[config.mk]
export PLATFORM = sky130hd
export DESIGN_NAME = wash_timer
export DESIGN_NICKNAME = d
export VERILOG_FILES = /design/src/rtl/wash_timer.sv
export SDC_FILE = /design/constraint.sdc
export NUM_CORES = 1
export LEC_CHECK = 0
export CAP_MARGIN = 40
export CORE_UTILIZATION = 45
export CTS_CLUSTER_DIAMETER = 150
export DETAILED_ROUTE_END_ITERATION = 10
export GPL_ROUTABILITY_DRIVEN = 0
export PLACE_DENSITY = 0.67
export SLEW_MARGIN = 20
export SYNTH_ARGS = -nofsm -noshare
export SYNTH_HDL_FRONTEND = slang
export SYNTH_SLANG_ARGS = --single-unit
[constraint.sdc]
create_clock -name CLK -period 3 [get_ports CLK]
set_clock_uncertainty 0.1 [all_clocks]
set_input_delay 0.75 -clock CLK [delete_from_list [all_inputs] [get_ports CLK]]
set_output_delay 0.75 -clock CLK [all_outputs]
set_load 0.01 [all_outputs]
[src/rtl/wash_timer.sv]
// wash_timer: phase timer for the washing-machine controller.
//
// A start from IDLE latches the selected duration into REMAINING. The timer then counts it
// down once every PRESCALE clock cycles. When the count expires it raises TIMER_DONE and
// holds it until the controller drops TIMER_EN. PAUSE freezes the count while the door is
// open. Dropping TIMER_EN aborts a run at any point.
//
// Ports:
//   CLK         system clock, rising edge
//   RST         synchronous active-high reset
//   TIMER_EN    run request (level) from the controller
//   TIMER_SEL   duration select, sampled only on the start edge
//   PAUSE       freeze counting while high
//   TIMER_DONE  registered, high in DONE
//   REMAINING   ticks left in the current run
//   BUSY        high in RUN or PAUSED
//   PAUSED      high in PAUSED
module wash_timer #(
  parameter int unsigned PRESCALE = 1000,
  parameter int unsigned CNT_W    = 16,
  parameter int unsigned DUR_00   = 0,
  parameter int unsigned DUR_01   = 600,
  parameter int unsigned DUR_10   = 900,
  parameter int unsigned DUR_11   = 300
) (
  input  logic             CLK,
  input  logic             RST,
  input  logic             TIMER_EN,
  input  logic [1:0]       TIMER_SEL,
  input  logic             PAUSE,
  output logic             TIMER_DONE,
  output logic [CNT_W-1:0] REMAINING,
  output logic             BUSY,
  output logic             PAUSED
);

  localparam int unsigned PreW = (PRESCALE > 1) ? $clog2(PRESCALE) : 1;
  localparam logic [PreW-1:0] PreMax = PreW'(PRESCALE - 1);

  typedef enum logic [1:0] {StIdle, StRun, StPaused, StDone} state_e;

  state_e           state_q, state_d;
  logic [CNT_W-1:0] remaining_q, remaining_d;
  logic [PreW-1:0]  presc_q, presc_d;
  logic             done_q, done_d;
  logic             busy_q, busy_d;
  logic             paused_q, paused_d;
  logic [CNT_W-1:0] start_dur;

  always_comb begin
    unique case (TIMER_SEL)
      2'b00:   start_dur = CNT_W'(DUR_00);
      2'b01:   start_dur = CNT_W'(DUR_01);
      2'b10:   start_dur = CNT_W'(DUR_10);
      default: start_dur = CNT_W'(DUR_11);
    endcase
  end

  // State register, including the registered status outputs.
  always_ff @(posedge CLK) begin
    if (RST) begin
      state_q     <= StIdle;
      remaining_q <= '0;
      presc_q     <= '0;
      done_q      <= 1'b0;
      busy_q      <= 1'b0;
      paused_q    <= 1'b0;
    end else begin
      state_q     <= state_d;
      remaining_q <= remaining_d;
      presc_q     <= presc_d;
      done_q      <= done_d;
      busy_q      <= busy_d;
      paused_q    <= paused_d;
    end
  end

  // Next-state logic.
  always_comb begin
    state_d     = state_q;
    remaining_d = remaining_q;
    presc_d     = presc_q;
    case (state_q)
      StIdle: begin
        if (TIMER_EN) begin
          remaining_d = start_dur;
          presc_d     = '0;
          state_d     = (start_dur == '0) ? StDone : StRun;
        end
      end
      StRun, StPaused: begin
        if (!TIMER_EN) begin
          // Abort wins over pause and over a coincident final tick.
          state_d     = StIdle;
          remaining_d = '0;
          presc_d     = '0;
        end else if (PAUSE) begin
          state_d = StPaused;
        end else begin
          // Leaving PAUSED counts on the same edge, so each paused cycle costs exactly one.
          state_d = StRun;
          if (presc_q == PreMax) begin
            presc_d = '0;
            if (remaining_q != '0) begin
              remaining_d = remaining_q - 1'b1;
            end
            if (remaining_q <= CNT_W'(1)) begin
              state_d = StDone;
            end
          end else begin
            presc_d = presc_q + 1'b1;
          end
        end
      end
      StDone: begin
        remaining_d = '0;
        if (!TIMER_EN) begin
          state_d = StIdle;
        end
      end
      default: begin
        state_d     = StIdle;
        remaining_d = '0;
        presc_d     = '0;
      end
    endcase
  end

  // Output decode of the next state; registered alongside the state.
  always_comb begin
    done_d   = (state_d == StDone);
    busy_d   = (state_d == StRun) || (state_d == StPaused);
    paused_d = (state_d == StPaused);
  end

  assign TIMER_DONE = done_q;
  assign REMAINING  = remaining_q;
  assign BUSY       = busy_q;
  assign PAUSED     = paused_q;

endmodule

# After elaboration in Yosys (flattened, before gate mapping)
# Cells that the tools add are included.
# word_totals
regBits	31
in_bits	6
output_inout_bits	19
elab_cells	51
# classes
addsub	2
order_cmp	1
eq_ne	13
muxes	20
n_reduce_logical	9
# op_table
cell	n
$mux W16	5
$pmux W16 S3	1
$mux W10	4
$pmux W10 S3	1
$pmux W10 S2	1
$le A16 B1 Y1 const B	1
$logic_not A16 Y1	1
$reduce_bool A16 Y1	1
$sub A16 B1 Y16 const B	1
$mux W2	7
$add A10 B1 Y10 const B	1
$eq A10 B10 Y1 const B	1
$eq A2 B2 Y1 const B	5
$ne A3 B3 Y1 const B	3
$eq A2 B1 Y1 const B	3
$pmux W2 S3	1
$logic_not A2 Y1	2
$reduce_and A4 Y1	1
$reduce_and A3 Y1	1
$ne A2 B2 Y1 const B	1
$reduce_bool A2 Y1	1
$reduce_or A2 Y1	1
$logic_or A1 B1 Y1	1

# Longest topological paths before layout
# logic_depth
depth_word	8
depth_mapped	8
ltp_nobuf	8

# Worst setup path after synthesis
# OpenSTA, ideal clock, no wires.
# synth_timing
path_kind	input port to flip-flop
from	input port TIMER_EN
to	register busy_q (netlist: BUSY)
setup_time_ns	0.114
t_arrival_ns	2.263
required_ns	2.786
setup_slack_ns	0.523
path_stages	7
path_buffers	1
path_cell_list	clkbuf_1 nor4bb_1 and3_1 o2111ai_1 a22oi_1 ha_1 nor2b_1
# synth_between
elab_chain_len	4
elab_cells_between_ends	7
# synth_rtl
element	line	source
start: declaration	28	input logic TIMER_EN,
$mux W2, on equally long branches	117, 85, 92	
$pmux W2 S3 (*)	83	case (state_q)
$eq A2 B1 Y1 or $eq A2 B2 Y1 (tied branches)	132	busy_d = (state_d == StRun) || (state_d == StPaused);
$logic_or A1 B1 Y1 (*)	132	
via busy_d	46	logic busy_q, busy_d;
end signal: assignment	73	busy_q <= busy_d;
end: declaration	46	
# Mark *: on every way through the listed nets, which the timed path passes. The rest lies on a longest branch.
# A chain may end at the register's enable or synchronous reset.

# Worst setup path after layout
# layout_timing
from	register state_q[1]
to	register busy_q (netlist: BUSY)
# layout_between
elab_chain_len	5
elab_cells_between_ends	11
# layout_rtl
element	line	source
start: declaration	42	state_e state_q, state_d;
start signal: assignment	62	state_q <= StIdle;
start signal: assignment	69	state_q <= state_d;
$eq A2 B1 Y1 or $eq A2 B2 Y1 (tied branches)	83	
$reduce_or A2 Y1	83	
$pmux W2 S3 (*)	83	
$eq A2 B1 Y1 or $eq A2 B2 Y1 (tied branches)	132	
$logic_or A1 B1 Y1 (*)	132	
via busy_d	46	
# Marked as above.

==> flow_metrics.tcl <==
set metrics [dict create \
    outcome "complete, no violations" \
    layout.cells.non_filler 315 \
    hold_depth 2 \
    clkTransAtPathRegs_ns 0.07 \
    postCtsSetupBuffers 0 \
    synth_compound_area_share_pct 23.28 \
    slew_viol_final 0 \
    syn_nets 254 \
    fin_nets 283 \
    synth_top_family_by_area "simple AND/OR/NAND/NOR gates" \
    synthXorXnorAreaFrac_pct 4.062 \
    fmax_mhz 398.8 \
    synth.area.mux_share_pct 0.5158 \
    dr_total_vias 1796 \
    cts_tree "built" \
    synthCells 235 \
    port_buffers 24 \
    firstDrtPassIters 4 \
    grtUsageTotal_pct 21.28 \
    initial_utilization_pct 47.83 \
    rsz0062_at_grt "no" \
    antenna_cells 0 \
    endpoint_kind "register" \
    seqCellArea_um2 620.6 \
    die_width_um 67.67 \
    crit_type "reg2reg" \
    worstMarginPinSlew_ns 0.4922 \
    grt_pass1_vias 1582 \
    viasPerCell 5.702 \
    clk_latency_ns 0.28 \
    seq_area_frac_synth_pct 31.98 \
    multi_input_area_mm2 0.001204 \
    design_area_mm2 0.002354 \
    htreeDepth 2 \
    combinationalPowerShare_pct 37.6 \
    n_fill_cell 365 \
    path_cells "inv_1 -> ha_1 -> nor4bb_1 -> and3_1 -> o2111ai_1 -> a22oi_1 -> ha_1 -> nor2b_1" \
    dpl.cell_count 307 \
    avgSynthCellArea_um2 8.258 \
    cts_buffer_depth 2 \
    finalCritPeriodShare_pct 83.59 \
    worstPathMaxFanout 8 \
    synthArstFlopShare_pct 0 \
    max_slew_margin_pct 66.88 \
    synthSimpleGateAreaFrac_pct 25.79 \
    critPathRequiredTime_ns 3.08 \
    fp.dieArea_mm2 0.004579 \
    synthDistinctLibCells 52 \
    pwr-share-seq_pct 33.5 \
    crit_arrival_ns 2.58 \
    post_cts_resized 0 \
    grt_pass1_wl_um 7251 \
    fin_hold_ws_ns 0.3977 \
    yosysWarnings 0 \
    path_depth 8 \
    ant_nets 0 \
    peakVddDrop_uv 279.6 \
    hp-class "reg2reg" \
    finalHoldViolations 0 \
    drtIter0Drc 112 \
    pwr-share-clk_pct 28.9 \
    crit_buf_inv 1 \
    max_stage_delay_ns 0.41 \
    cts.sinks 31 \
    critical_path.most_common_cell "ha_1" \
    num_rows 23 \
    drc_errors 0 \
    yosys.area_share.adder_pct 8.382 \
    yosys.area.top_type_share_pct 31.98 \
    p_sw_mw 0.5231 \
    io_pins 25 \
    worstSetupStartpointType "register" \
    synth_area_mm2 0.001941 \
    leakage_nw 0.8644 \
    synth_top_area_cell "dfxtp_1" \
    cap_violations 0 \
    worstRegToRegCells 8 \
    post-route-min-period_ns 2.508 \
    fp.dieH_um 67.67 \
    root_buffer "clkbuf_8" \
    finalWirelength_um 4475 \
    synth-main-ff-cell "dfxtp_1" \
    grt_start_max_net_pins 18 \
    cts_hold_buf 0 \
    area_growth_pct 21.28 \
    antenna_found_initial 0 \
    dpl.hpwl_um 3270 \
    slowest_stage "ha_1" \
    intPower_mw 0.9549 \
    placed_cell_area_mm2 0.002236 \
    yosys-top-cells-area "dfxtp_1 32%, ha_1 8.4%, a21oi_1 5.2%, nor2_1 4.6%, o31ai_1 3.9%" \
    p_per_area_mw_per_mm2 628.0 \
    coreArea_mm2 0.004058 \
    switching_share_pct 35.39 \
    setup_tns_ns 0 \
    grt.overflow.total 0 \
    setup_violations 0 \
    path_delay_family "adder cells" \
    wl_per_cell_um 14.21 \
    numCtsBuffers 5 \
    synth_seq_cells 31 \
    synth-edff-count 0 \
    layout-drive-gt1-share_pct 9.057 \
]
## cell families after synthesis
group / after synthesis
adder cells (fa/ha/maj): 13
XOR/XNOR: 9
buffers and inverters: 22
multiplexers: 1
flip-flops: 31
AO/OA/AOI/OAI: 66
AND/OR/NAND/NOR: 93
## routing by layer
metal / up-vias / share of wire (%) / track usage, %
li1: 932 / - / -
met1: 823 / 50 / 28.06
met2: 32 / 45 / 32.55
met3: 9 / 3.2 / 3.885
met4: 0 / 1.9 / 11.17
met5: - / 0 / 0
## placed cells by master (no fill, tap or decap), types with 2 or more instances in the layout
cell type         n
o22ai_1           2
xnor2_1           7
nor2_1           24
nand4_1           4
nand2b_1          2
clkdlybuf4s50_1  24
dfxtp_1          31
buf_4             9
o31ai_1          10
nor4_1            6
or2b_1            2
inv_1            10
o311ai_0          7
or3_1             2
or3_2             2
or4_1             3
nand3_1          13
nand2_1          11
o41ai_1           4
nor2b_1           4
a21oi_1          20
xor2_1            2
clkbuf_8          6
nor3_1            9
ha_1             13
o21ai_0          12
## final timing paths
kind | slack (ns) | end | start
hold reg to reg | 0.40 | presc_q[1] | presc_q[1]
hold / removal | 0.40 | presc_q[1] | presc_q[1]
setup / recovery | 0.49 | BUSY | state_q[1]
setup reg to reg | 0.49 | BUSY | state_q[1]
## synth_stat cells, types with 6 or more instances
library cell and count:
o31ai_1 10, nand2_1 11, clkbuf_1 6, inv_1 10, o21ai_0 12, nor2_1 24, dfxtp_1 31, nand3_1 13
o311ai_0 7, nor3_1 9, a21oi_1 20, xnor2_1 7, ha_1 13, nor4_1 6
## worst register-to-register path, stage by stage (launching register included)
cell and delay [ns]:
dfxtp_1 0.38, inv_1 0.08, ha_1 0.41, nor4bb_1 0.36
and3_1 0.22, o2111ai_1 0.12, a22oi_1 0.32, ha_1 0.29
nor2b_1 0.12
## power by group through the flow
| stage | Combinational [mW] | Clock [mW] | Sequential [mW] |
|---|---|---|---|
| after floorplan | 0.391 | 0 | 0.507 |
| after global placement | 0.546 | 0 | 0.504 |
| after detailed placement | 0.548 | 0 | 0.503 |
| after CTS | 0.552 | 0.435 | 0.494 |
| after global routing | 0.619 | 0.454 | 0.501 |
| final | 0.555 | 0.428 | 0.495 |
## area by class of cell
class / count / share of cell area (%)
clock inverter: 2 / 1.489
inverter: 11 / 1.754
clock buffer: 6 / 3.509
tap: 50 / 2.658
timing repair buffer: 33 / 13.08
multi-input combinational: 182 / 51.14
sequential: 31 / 26.37
## sequential cells by signal (all words and copies together), names as in the netlist
signal	cells
REMAINING	16
BUSY	1
PAUSED	1
TIMER_DONE	1
presc_q	10
state_q	2
## metrics by stage
step / utilization, % / setup WS (ns) / power (mW)
after global routing: 58.00 / 0.2650 / 1.574
after CTS: 58.00 / 0.4758 / 1.481
after floorplan: - / 0.5230 / 0.8984
after detailed placement: 55.10 / 0.1712 / 1.051
after global placement: 55.10 / 0.2447 / 1.050
final: 58.00 / 0.4924 / 1.478
Note: power is estimated with default switching activity, not from simulation.
